**config.mk**
```make
export PLATFORM = sky130hd
export DESIGN_NAME = fifo_unpack_rd_flat
export DESIGN_NICKNAME = d
export VERILOG_FILES = /design/src/rtl/fifo_unpack_rd_if.sv /design/src/rtl/fifo_unpack_rd.sv /design/src/flat_wrapper.sv
export SDC_FILE = /design/constraint.sdc
export NUM_CORES = 1
export LEC_CHECK = 0
export BUFFER_PORTS_ARGS = -buffer_cell sky130_fd_sc_hd__buf_2
export CAP_MARGIN = 20
export CORE_UTILIZATION = 56
export CTS_BUF_LIST = sky130_fd_sc_hd__clkbuf_4 sky130_fd_sc_hd__clkbuf_8
export DETAILED_ROUTE_END_ITERATION = 10
export HOLD_SLACK_MARGIN = 0.06
export PLACE_DENSITY = 0.93
export SLEW_MARGIN = 10
export SYNTH_ARGS = -nofsm -noshare
export SYNTH_HDL_FRONTEND = slang
export SYNTH_SLANG_ARGS = --single-unit
```
**constraint.sdc**
```tcl
create_clock -name clk -period 3.1 [get_ports clk]
set_input_delay 0.155 -clock clk [delete_from_list [all_inputs] [get_ports clk]]
set_output_delay 0.155 -clock clk [all_outputs]
set_load 0.02 [all_outputs]
```
**src/rtl/fifo_unpack_rd_if.sv**
```systemverilog
// fifo_unpack_rd_if: bundles the control, FIFO read-side and narrow output stream signals of
// fifo_unpack_rd.
//   start/cfg_words   transfer request and length in wide words
//   busy/done         transfer status (busy in RUN, one-cycle done pulse)
//   fifo_empty/data   FIFO first-word-fall-through head
//   fifo_pop          FIFO pop strobe
//   out_valid/data/last/ready  narrow valid/ready beat stream
// master: drives requests, FIFO head and out_ready (the surrounding system / bench).
// slave:  the converter itself.
interface fifo_unpack_rd_if #(
  parameter int unsigned IN_WIDTH  = 256,
  parameter int unsigned OUT_WIDTH = 64,
  parameter int unsigned CNT_WIDTH = 16
);
  logic                 start;
  logic [CNT_WIDTH-1:0] cfg_words;
  logic                 busy;
  logic                 done;
  logic                 fifo_empty;
  logic [IN_WIDTH-1:0]  fifo_data;
  logic                 fifo_pop;
  logic                 out_valid;
  logic [OUT_WIDTH-1:0] out_data;
  logic                 out_last;
  logic                 out_ready;

  modport master (
    output start, cfg_words, fifo_empty, fifo_data, out_ready,
    input  busy, done, fifo_pop, out_valid, out_data, out_last
  );

  modport slave (
    input  start, cfg_words, fifo_empty, fifo_data, out_ready,
    output busy, done, fifo_pop, out_valid, out_data, out_last
  );
endinterface

```
**src/rtl/fifo_unpack_rd.sv**
```systemverilog
// fifo_unpack_rd: read-side width converter behind a wide FWFT FIFO.
// Pops one IN_WIDTH word into a holding register and emits it as RATIO OUT_WIDTH beats,
// LSB slice first. A start/done FSM bounds the transfer to cfg_words wide words and flags
// the final narrow beat with out_last.
// Ports:
//   clk    rising-edge clock
//   rst_n  asynchronous active-low reset
//   bus    fifo_unpack_rd_if.slave (control, FIFO read side, narrow output stream)
// The interface instance must be built with the same IN_WIDTH/OUT_WIDTH/CNT_WIDTH.
module fifo_unpack_rd #(
  parameter int unsigned IN_WIDTH   = 256,
  parameter int unsigned OUT_WIDTH  = 64,
  parameter int unsigned RATIO      = 4,
  parameter int unsigned log2_RATIO = 2,
  parameter int unsigned CNT_WIDTH  = 16
) (
  input  logic             clk,
  input  logic             rst_n,
  fifo_unpack_rd_if.slave  bus
);

  localparam logic [log2_RATIO-1:0] SliceLast = log2_RATIO'(RATIO - 1);

  typedef enum logic [1:0] {StIdle, StRun, StDone} state_e;

  state_e r_state;
  state_e w_state_d;

  logic [CNT_WIDTH-1:0]  r_cfg_words;
  logic [CNT_WIDTH-1:0]  r_words_loaded;
  logic [CNT_WIDTH-1:0]  r_words_sent;
  logic [IN_WIDTH-1:0]   r_hold_data;
  logic                  r_hold_valid;
  logic [log2_RATIO-1:0] r_slice;

  logic                            w_run;
  logic                            w_accept;
  logic                            w_hs;
  logic                            w_slice_last;
  logic                            w_last_beat;
  logic                            w_load;
  logic [RATIO-1:0][OUT_WIDTH-1:0] w_slices;

  assign w_run        = (r_state == StRun);
  assign w_accept     = (r_state == StIdle) && bus.start;
  assign w_hs         = r_hold_valid && bus.out_ready;
  assign w_slice_last = (r_slice == SliceLast);
  assign w_last_beat  = r_hold_valid && w_slice_last &&
                        (r_words_sent == (r_cfg_words - CNT_WIDTH'(1)));

  // Reload is allowed on the handshake of the last slice so a non-empty FIFO gives no bubble.
  assign w_load = w_run && !bus.fifo_empty && (r_words_loaded < r_cfg_words) &&
                  (!r_hold_valid || (w_hs && w_slice_last));

  assign w_slices = r_hold_data;

  assign bus.busy      = w_run;
  assign bus.done      = (r_state == StDone);
  assign bus.fifo_pop  = w_load;
  assign bus.out_valid = r_hold_valid;
  assign bus.out_data  = w_slices[r_slice];
  assign bus.out_last  = w_last_beat;

  always_comb begin
    w_state_d = r_state;
    unique case (r_state)
      StIdle: begin
        if (bus.start) begin
          w_state_d = (bus.cfg_words != '0) ? StRun : StDone;
        end
      end
      StRun: begin
        if (w_hs && w_last_beat) begin
          w_state_d = StDone;
        end
      end
      StDone:  w_state_d = StIdle;
      default: w_state_d = StIdle;
    endcase
  end

  always_ff @(posedge clk or negedge rst_n) begin
    if (!rst_n) begin
      r_state <= StIdle;
    end else begin
      r_state <= w_state_d;
    end
  end

  always_ff @(posedge clk or negedge rst_n) begin
    if (!rst_n) begin
      r_cfg_words    <= '0;
      r_words_loaded <= '0;
      r_words_sent   <= '0;
      r_hold_data    <= '0;
      r_hold_valid   <= 1'b0;
      r_slice        <= '0;
    end else if (w_accept) begin
      r_cfg_words    <= bus.cfg_words;
      r_words_loaded <= '0;
      r_words_sent   <= '0;
      r_hold_valid   <= 1'b0;
      r_slice        <= '0;
    end else begin
      if (w_hs) begin
        if (w_slice_last) begin
          r_slice      <= '0;
          r_words_sent <= r_words_sent + CNT_WIDTH'(1);
          r_hold_valid <= 1'b0;
        end else begin
          r_slice <= r_slice + log2_RATIO'(1);
        end
      end
      // A load overrides the drop of hold_valid from a last-slice handshake above.
      if (w_load) begin
        r_hold_data    <= bus.fifo_data;
        r_hold_valid   <= 1'b1;
        r_slice        <= '0;
        r_words_loaded <= r_words_loaded + CNT_WIDTH'(1);
      end
    end
  end

endmodule
```
**src/flat_wrapper.sv**
```systemverilog
// flat-port wrapper written by rule: the top's interface ports become plain ports
module fifo_unpack_rd_flat 
#(
  parameter int unsigned IN_WIDTH   = 256,
  parameter int unsigned OUT_WIDTH  = 64,
  parameter int unsigned RATIO      = 4,
  parameter int unsigned log2_RATIO = 2,
  parameter int unsigned CNT_WIDTH  = 16
)
  (clk, rst_n, bus_start, bus_cfg_words, bus_fifo_empty, bus_fifo_data, bus_out_ready, bus_busy, bus_done, bus_fifo_pop, bus_out_valid, bus_out_data, bus_out_last);
  fifo_unpack_rd_if #(.IN_WIDTH(IN_WIDTH), .OUT_WIDTH(OUT_WIDTH), .CNT_WIDTH(CNT_WIDTH)) bus_i ();
  input  logic clk;
  input  logic rst_n;
  input wire logic [$bits(bus_i.start)-1:0] bus_start;
  input wire logic [$bits(bus_i.cfg_words)-1:0] bus_cfg_words;
  input wire logic [$bits(bus_i.fifo_empty)-1:0] bus_fifo_empty;
  input wire logic [$bits(bus_i.fifo_data)-1:0] bus_fifo_data;
  input wire logic [$bits(bus_i.out_ready)-1:0] bus_out_ready;
  output wire logic [$bits(bus_i.busy)-1:0] bus_busy;
  output wire logic [$bits(bus_i.done)-1:0] bus_done;
  output wire logic [$bits(bus_i.fifo_pop)-1:0] bus_fifo_pop;
  output wire logic [$bits(bus_i.out_valid)-1:0] bus_out_valid;
  output wire logic [$bits(bus_i.out_data)-1:0] bus_out_data;
  output wire logic [$bits(bus_i.out_last)-1:0] bus_out_last;
  assign bus_i.start = bus_start;
  assign bus_i.cfg_words = bus_cfg_words;
  assign bus_i.fifo_empty = bus_fifo_empty;
  assign bus_i.fifo_data = bus_fifo_data;
  assign bus_i.out_ready = bus_out_ready;
  assign bus_busy = bus_i.busy;
  assign bus_done = bus_i.done;
  assign bus_fifo_pop = bus_i.fifo_pop;
  assign bus_out_valid = bus_i.out_valid;
  assign bus_out_data = bus_i.out_data;
  assign bus_out_last = bus_i.out_last;
  fifo_unpack_rd #(.IN_WIDTH(IN_WIDTH), .OUT_WIDTH(OUT_WIDTH), .RATIO(RATIO), .log2_RATIO(log2_RATIO), .CNT_WIDTH(CNT_WIDTH)) u_core (.clk(clk), .rst_n(rst_n), .bus(bus_i));
endmodule
```
======== Word-level counts from Yosys, hierarchy flattened ========
Cells that the tools add are included.
word-level totals
  register bits ........................... 309
  bits of input ports ..................... 277
  output and inout port bits .............. 69
  logic and storage cells ................. 62
cells by class
  $add $sub $neg .......................... 4
  magnitude comparators ................... 2
  equality and inequality tests ........... 6
  muxes and demuxes ....................... 19
  bitwise logic cells ..................... 1
  reductions and logical operators ........ 23
operator list
  operator                                             number
  binary-select mux 64 bit (select 2 bit)              1
  2-to-1 mux 16 bit                                    5
  2-to-1 mux 64 bit                                    1
  adder 16 x 1 -> 16 bit (second input constant)       2
  == test 16 bit                                       1
  < comparator 16 bit                                  1
  nonzero test 16 bit                                  1
  subtractor 16 x 1 -> 16 bit (second input constant)  1
  2-to-1 mux 2 bit                                     7
  logical AND 1 bit                                    9
  AND reduction 2 bit                                  4
  nonzero test 2 bit                                   3
  nonzero test 3 bit                                   2
  == test 2 bit (second input constant)                2
  2-to-1 mux 1 bit                                     4
  inequality test 2 bit (second input constant)        2
  case mux 2 bit (2 select lines)                      1
  < comparator 2 x 3 -> 1 bit (second input constant)  1
  adder 2 x 1 -> 2 bit (second input constant)         1
  == test 2 x 1 -> 1 bit (second input constant)       1
  logical NOT 1 bit                                    2
  logical NOT 2 bit                                    1
  logical OR 1 bit                                     1
  inverter 1 bit                                       1

======== Logic depth before layout (Yosys ltp) ========
Gate-level depths: netlist of the first run.
  word-level depth ........................ 6
  gate-level depth with buffers ........... 11
  depth with buffers taken out ............ 9

======== Worst setup path before layout of the first run ========
Ideal clock, no wire load.
  path type ............................... register to register
  start point ............................. reg u_core.r_cfg_words[9]
  end point ............................... reg u_core.r_hold_data[172]
  setup time .............................. 0.125 ns
  arrival time ............................ 2.568 ns
  path slack .............................. 0.407 ns
  cell stages (with the launch flop) ...... 12
  path buffers ............................ 2
  path through ............................ dfrtp_1 > inv_1 > ha_1 > a21oi_1 > o21ai_1 > a2111oi_2 > o21a_2 > o21ai_2 > inv_4 > buf_6 > buf_4 > mux2_2
between the ends
  longest elaborated chain between the ends .. 4
RTL lines
  what                                  RTL line               text
  start, declared                       fifo_unpack_rd.sv:29   logic [CNT_WIDTH-1:0] r_cfg_words;
  start signal, assigned                fifo_unpack_rd.sv:99   r_cfg_words <= bus.cfg_words;
  < comparator 16 bit                   fifo_unpack_rd.sv:52   assign w_load = w_run && !bus.fifo_empty && (r_words_loaded < r_cfg_words) &&
  logical AND 1 bit (2 in series)       fifo_unpack_rd.sv:52
  net bus_fifo_pop                      flat_wrapper.sv:21     output wire logic [$bits(bus_i.fifo_pop)-1:0] bus_fifo_pop;
  AND reduction 2 bit (no source line)  n/a
  end signal, assigned                  fifo_unpack_rd.sv:116  r_hold_data <= bus.fifo_data;
  end, declared                         fifo_unpack_rd.sv:32   logic [IN_WIDTH-1:0] r_hold_data;
The timed path passes the listed nets, and every way through them passes these cells.
A chain may end at the register's enable or synchronous reset.

======== Final worst setup path of the first run ========
  start point ............................. reg u_core.r_cfg_words[0]
  end point ............................... out bus_out_last
between the ends
  longest elaborated chain between the ends .. 3
RTL lines
  what                         RTL line              text
  subtractor 16 x 1 -> 16 bit  fifo_unpack_rd.sv:49  (r_words_sent == (r_cfg_words - CNT_WIDTH'(1)));
  == test 16 bit               fifo_unpack_rd.sv:49
  logical AND 1 bit            fifo_unpack_rd.sv:48  assign w_last_beat = r_hold_valid && w_slice_last &&
  end, declared                flat_wrapper.sv:24    output wire logic [$bits(bus_i.out_last)-1:0] bus_out_last;
No other way between the ends.

==> results_dict.tcl, run 1 <==
set metrics [dict create \
    gp_congestion 0.890 \
    cp_cell_sequence "inv_2, ha_4, buf_4, nor4b_2, nand4_1, xnor2_1, nand3_1, a21oi_2, and2_1, buf_6" \
    ys_warn_count 0 \
    yosys_most_used_dff "dfrtp_1" \
    seqPwrFrac_pct 37.4 \
    hold_violations 0 \
    dr.pass1.iters 7 \
    layout.nets 1975 \
    violations "setup timing" \
    power_frac_clock_pct 20.6 \
    nFillCells 1221 \
    crit_arrival_ns 3.01 \
    whs_ns 0.185 \
    p_switching_mw 7.78 \
    hold_class "in2reg" \
    portBuffers 345 \
    worst_hold_path.num_cells 6 \
    totalWireLength_um 56800 \
    slew_headroom_pct 26.8 \
    htree_levels 2 \
    comb_power_share_pct 42.1 \
    numClockSinks 309 \
    dpl.hpwl_um 26600 \
    grt_use_total_pct 42.5 \
    grt_overflow 0 \
    first_global_vias 13863 \
    syn_to_final_growth_pct 43.6 \
    ctsLongestPathBuffers 3 \
    ios 346 \
    cellPowerDensity_nw_per_um2 967 \
    power_mw 20.2 \
    grt_max_degree 98 \
    cp.required_ns 2.94 \
    async_flop_share_pct 100 \
    core_sq_um 25300 \
    synthesis.area_sq_um 14600 \
    pre_cts_ws_ns 0.144 \
    cp-startpoint "u_core.r_cfg_words[0]" \
    worstSetupPathType "reg2out" \
    rows 58 \
    clock_latency_ns 0.59 \
    startpoint_type "flop" \
    synth_cell_types 55 \
    vias 12868 \
    dr.first_iter.drc_count 1213 \
    die_y_um 163 \
    synth-seq-area-share_pct 53.0 \
    synth_nets 1313 \
    grt_pass1_wl_um 82500 \
    fin_crit_ns 3.17 \
    postLayoutCoreUtil_pct 82.6 \
    min_period_over_period_pct 102 \
    floorplan.initialDensity_pct 57.6 \
    final.setup.worst_slack_ns -0.0659 \
    p_sw_share_pct 38.5 \
    max_freq_mhz 316 \
    outcome "finished, violations left" \
    critical_path.endpoint "bus_out_last" \
    cts_buffers 51 \
    skew_ns 0.0338 \
    r2r_slack_ns 0 \
    reg2regPathDepth 10 \
    wire_per_inst_um 27.5 \
    cpPeakStageDelay_ns 0.50 \
    drive_gt1_share_pct 48.9 \
    irDropWorstVdd_uv 714 \
    timing.rr.end "u_core.r_hold_data[29]" \
    internal_power_mw 12.5 \
    clkTransAtPathRegs_ns 0.06 \
    antenna_found_initial 15 \
    setup_violations 2 \
    ys_seq_elements 309 \
    drv_slew 0 \
    die-width_um 163 \
    antenna_left 0 \
    via_per_inst 6.24 \
    die_area_sq_um 26700 \
    rsz0062_at_grt "true" \
    avgSynthCellArea_sq_um 14.3 \
    root_buffer "clkbuf_8" \
    syn_inst 1017 \
    drc 0 \
    cts_tree "done" \
    max-cap-violations 0 \
    p_leak_nw 9.29 \
    path_max_fanout 4 \
    slowest_stage "nor4b_2" \
    critPathCaptureType "primary output" \
    rr_startpoint "u_core.r_cfg_words[13]" \
    worst_pin_slew_ns 1.10 \
    synth_edf_count 0 \
]
-- layer usage --
| metal | GRT usage (%) | vias to the layer above | part of all wire (%) |
|---|---|---|---|
| li1 | - | 5087 | - |
| met1 | 46.2 | 6278 | 33 |
| met2 | 69.5 | 1089 | 49 |
| met3 | 13.0 | 406 | 9.2 |
| met4 | 32.9 | 8 | 8.7 |
| met5 | 0.189 | - | 0.086 |
-- layout by cell type, fill, tap and decap left out, drive strengths merged, types with 6 or more instances in the layout --
master and instances:
xnor2 19, mux2 260, nor3 11, buf 387, mux2i 13, o21ai 30
a21oi 18, nand3 12, a211oi 6, or2 7, ha 19, o211ai 7
mux4 64, nand4 8, dfrtp 309, nand2 48, or3 6, nor4 6
dlygate4sd3 274, and3 9, nor2 32, inv 24, xor2 12, diode 14
clkbuf 84
-- repair_timing --
action	4_1_cts	5_1_grt
hold endpoints to repair	365	0
setup endpoints to repair	2	209
gates resized for setup	5	30
hold buffers	274	0
cloned	1	0
pin swaps	2	7
buffers inserted	4	15
-- cells in the mapped netlist (all sizes together), types with 6 or more instances --
library cell | number | area [sq um]
o21ai | 30 | 154
mux2 | 260 | 2930
buf | 40 | 315
o211ai | 7 | 52.6
nor2 | 32 | 120
mux2i | 13 | 130
nor4 | 6 | 37.5
dfrtp | 309 | 7730
nand4 | 8 | 50.1
clkbuf | 13 | 48.8
xnor2 | 19 | 166
or2 | 7 | 43.8
nor3 | 11 | 55.1
or3 | 6 | 37.5
and3 | 9 | 56.3
mux4 | 64 | 1440
a211oi | 6 | 45.0
inv | 23 | 88.8
xor2 | 12 | 105
nand2 | 48 | 180
ha | 19 | 238
a21oi | 18 | 90.1
nand3 | 12 | 60.1
-- final cells by class --
| type | count | area [sq um] | area share (%) |
|---|---|---|---|
| timing repair inverter | 1 | 8.76 | 0.0419 |
| timing repair buffer | 661 | 4950 | 23.6 |
| inverter | 23 | 113 | 0.538 |
| multi-input combinational | 632 | 6510 | 31.1 |
| clock buffer | 84 | 1020 | 4.87 |
| antenna | 14 | 35.0 | 0.167 |
| clock inverter | 9 | 130 | 0.622 |
| sequential | 309 | 7750 | 37.0 |
| tap | 330 | 413 | 1.97 |
-- stage by stage --
stage	TNS (ns)	cells	area [sq um]
final	-0.0701	2063	20900
after global routing	-1.69	2052	20900
after CTS	0	2034	20700
after detailed placement	0	1662	16700
after global placement	0	1662	16700
after floorplan	0	1017	14600
-- sequential cells by signal (all words and copies together) (netlist names) --
| register | flops |
|---|---|
| u_core.r_hold_data | 256 |
| u_core.r_state | 2 |
| u_core.r_words_loaded | 16 |
| u_core.bus.out_valid | 1 |
| u_core.r_cfg_words | 16 |
| u_core.r_slice | 2 |
| u_core.r_words_sent | 16 |
-- kinds of logic (layout without fill, tap and decap cells) --
| logic type | count (synthesis) | in the layout | synth area share, % |
|---|---|---|---|
| other | 0 | 14 | 0 |
| buffers and inverters | 76 | 778 | 3.11 |
| xor gates and xnor gates | 31 | 31 | 1.86 |
| DFF | 309 | 309 | 53.0 |
| AOI/OAI and AO/OA | 86 | 86 | 3.91 |
| muxes | 337 | 337 | 30.9 |
| and+or+nand+nor | 159 | 159 | 5.58 |
| adders and majority gates | 19 | 19 | 1.63 |
-- critical path, delay by kind of cell, from the launching register on --
family	cells	cell delay [ns]
buf+inv	3	0.33
flops	1	0.44
compound gates	1	0.16
fa+ha+maj	1	0.15
simple gates	4	1.03
xor+xnor	1	0.32
-- worst min path at each step --
| stage | to | startpoint |
|---|---|---|
| after floorplan | u_core.bus.out_valid | rst_n |
| after global placement | u_core.r_words_loaded[15] | rst_n |
| after detailed placement | u_core.r_words_loaded[13] | rst_n |
| after CTS | u_core.r_words_sent[8] | bus_start |
| after global routing | u_core.bus.out_valid | bus_fifo_empty |
| final | u_core.bus.out_valid | bus_fifo_empty |
-- power by group through the flow --
stage	Sequential [mW]	Clock (mW)	Combinational [mW]
after CTS	7.08	3.99	7.67
after detailed placement	7.09	0	7.23
after floorplan	6.59	0	5.49
after global routing	7.62	4.37	8.91
after global placement	6.90	0	6.93
final	7.57	4.16	8.51
Note: power is estimated with default switching activity, not from simulation.
==> run 2: changes to the inputs <==
--- a/config.mk
+++ b/config.mk
@@ -7,6 +7,7 @@
 export LEC_CHECK = 0
 export BUFFER_PORTS_ARGS = -buffer_cell sky130_fd_sc_hd__buf_2
 export CAP_MARGIN = 20
+export CORE_ASPECT_RATIO = 0.6
 export CORE_UTILIZATION = 56
 export CTS_BUF_LIST = sky130_fd_sc_hd__clkbuf_4 sky130_fd_sc_hd__clkbuf_8
 export DETAILED_ROUTE_END_ITERATION = 10
==> constraint.sdc (replaced) <==
create_clock -name clk -period 3.1 [get_ports clk]
set_input_delay 0.62 -clock clk [delete_from_list [all_inputs] [get_ports clk]]
set_output_delay 0.62 -clock clk [all_outputs]
set_load 0.02 [all_outputs]
==> results_dict.tcl, run 2 (same netlist as run 1, synthesis figures left out) <==
set metrics [dict create \
    p_sw_share_pct 34.7 \
    layout_commonest_cell "buf_2" \
    r2r_slack_ns 0.07 \
    via_per_inst 5.76 \
    dr.first_iter.drc_count 857 \
    stdcell_count 1790 \
    startpoint_type "flop" \
    cellPowerDensity_nw_per_um2 1010 \
    die_y_um 127 \
    root_buffer "clkbuf_8" \
    worstSetupPathType "reg2out" \
    cts_buffers 46 \
    grt_overflow 0 \
    irDropWorstVdd_uv 702 \
    ctsLongestPathBuffers 3 \
    cp-startpoint "u_core.r_cfg_words[8]" \
    layout.nets 1700 \
    worst_hold_path.num_cells 2 \
    final_cell_mix "buf_2 (342), dfrtp_1 (302), mux2_2 (252), mux4_2 (64), clkbuf_8 (62)" \
    rows 45 \
    max_freq_mhz 297 \
    die-width_um 210 \
    worstHoldStart "bus_fifo_data[252]" \
    rsz0062_at_grt "true" \
    dpl.hpwl_um 26800 \
    drc 0 \
    drv_slew 0 \
    grt_pass1_wl_um 58800 \
    fin_area_sq_um 18100 \
    setup_violations 2 \
    clock_latency_ns 0.56 \
    htree_levels 2 \
    first_global_vias 10976 \
    numClockSinks 309 \
    critPathCaptureType "primary output" \
    path_max_fanout 4 \
    rr_startpoint "u_core.r_cfg_words[8]" \
    hold_violations 0 \
    floorplan.initialDensity_pct 57.4 \
    power_frac_clock_pct 19.7 \
    setup_tns_ns -0.415 \
    grt_max_degree 92 \
    gp_congestion 0.944 \
    outcome "finished, violations left" \
    ios 346 \
    worst_pin_slew_ns 0.782 \
    violations "setup timing" \
    cts_tree "done" \
    p_switching_mw 6.35 \
    final.setup.worst_slack_ns -0.263 \
    wire_per_inst_um 21.4 \
    place_inst 1688 \
    grt_use_total_pct 28.5 \
    hold_class "in2reg" \
    skew_ns 0.0175 \
    internal_power_mw 12.0 \
    min_period_over_period_pct 108 \
    comb_power_share_pct 41.7 \
    vias 10309 \
    reg2regPathDepth 15 \
    pre_cts_ws_ns 0.0780 \
    die_area_sq_um 26700 \
    core_sq_um 25400 \
    totalWireLength_um 38300 \
    seqPwrFrac_pct 38.6 \
    crit_arrival_ns 2.74 \
    dr.pass1.iters 5 \
    clkTransAtPathRegs_ns 0.07 \
    antenna_found_initial 7 \
    drive_gt1_share_pct 58.4 \
    p_leak_nw 8.09 \
    antenna_left 0 \
    top_register "u_core.r_hold_data" \
    power_mw 18.3 \
    syn_to_final_growth_pct 24.5 \
    slew_headroom_pct 47.9 \
    largest_reg_flops 256 \
    placed_area_sq_um 16700 \
    cp.required_ns 2.48 \
    portBuffers 345 \
    fin_crit_ns 3.36 \
    max-cap-violations 0 \
]
==> run 2: cell types whose count changed in the layout (fill, tap and decap cells not counted), sizes merged <==
cell / previous run / this run
dlygate4sd3: 274 / 1
clkbuf: 84 / 73
diode: 14 / 5
buf: 387 / 391
clkinv: 4 / 2
inv: 24 / 22
bufinv: 4 / 3
clkinvlp: 1 / 0
==> run 2: critical path, stage by stage (launching register included) <==
cell      delay (ns)
dfrtp_1         0.43
or4_4           0.58
nand4b_4        0.20
or3_1           0.33
a21o_1          0.22
a21oi_2         0.16
and2_1          0.15
buf_6           0.12
==> run 2: area by class of cell <==
class | instances | area (sq um)
clock buffer | 73 | 936
tap | 352 | 440
timing repair buffer | 392 | 2260
antenna | 5 | 12.5
fill | 1642 | 7250
inverter | 23 | 115
sequential | 309 | 7750
multi-input combinational | 632 | 6560
clock inverter | 4 | 70.1
==> run 2: final timing paths <==
check / to
hold / removal: u_core.r_hold_data[252]
min in group asynchronous: u_core.r_hold_data[198]
hold reg to reg: u_core.r_hold_data[253]
setup reg to reg: u_core.r_hold_data[122]
max in group asynchronous: u_core.r_hold_data[48]
setup / recovery: bus_out_last
==> run 2: repair_timing <==
item	in CTS	in global routing
endpoints found under the hold margin	70	0
setup buffers	7	12
hold buffers	1	0
endpoints found under the setup margin	78	66
pin swaps	5	7
resized for setup	13	38
==> run 2: stage by stage <==
stage	util, %	hold slack [ns]
floorplan	-	0.324
global placement	66.0	0.466
detailed placement	66.0	0.473
CTS	70.4	0.240
global route	71.4	0.241
finish	71.5	0.280
==> run 2: power by group through the flow <==
stage | clock network (mW) | logic, mW | registers (mW)
after floorplan | 0 | 5.49 | 6.59
after global placement | 0 | 7.01 | 6.88
after detailed placement | 0 | 7.30 | 7.07
after CTS | 3.68 | 7.44 | 7.02
after global routing | 3.86 | 8.13 | 7.24
final | 3.60 | 7.64 | 7.07
==> run 2: routing by layer <==
metal / track usage [%] / vias to the layer above / wire length [um]
met3: 9.49 / 115 / 3820
met1: 37.3 / 5151 / 15400
met4: 10.2 / 4 / 1260
li1: - / 4525 / -
met5: 0 / - / 27
met2: 44.9 / 514 / 17800
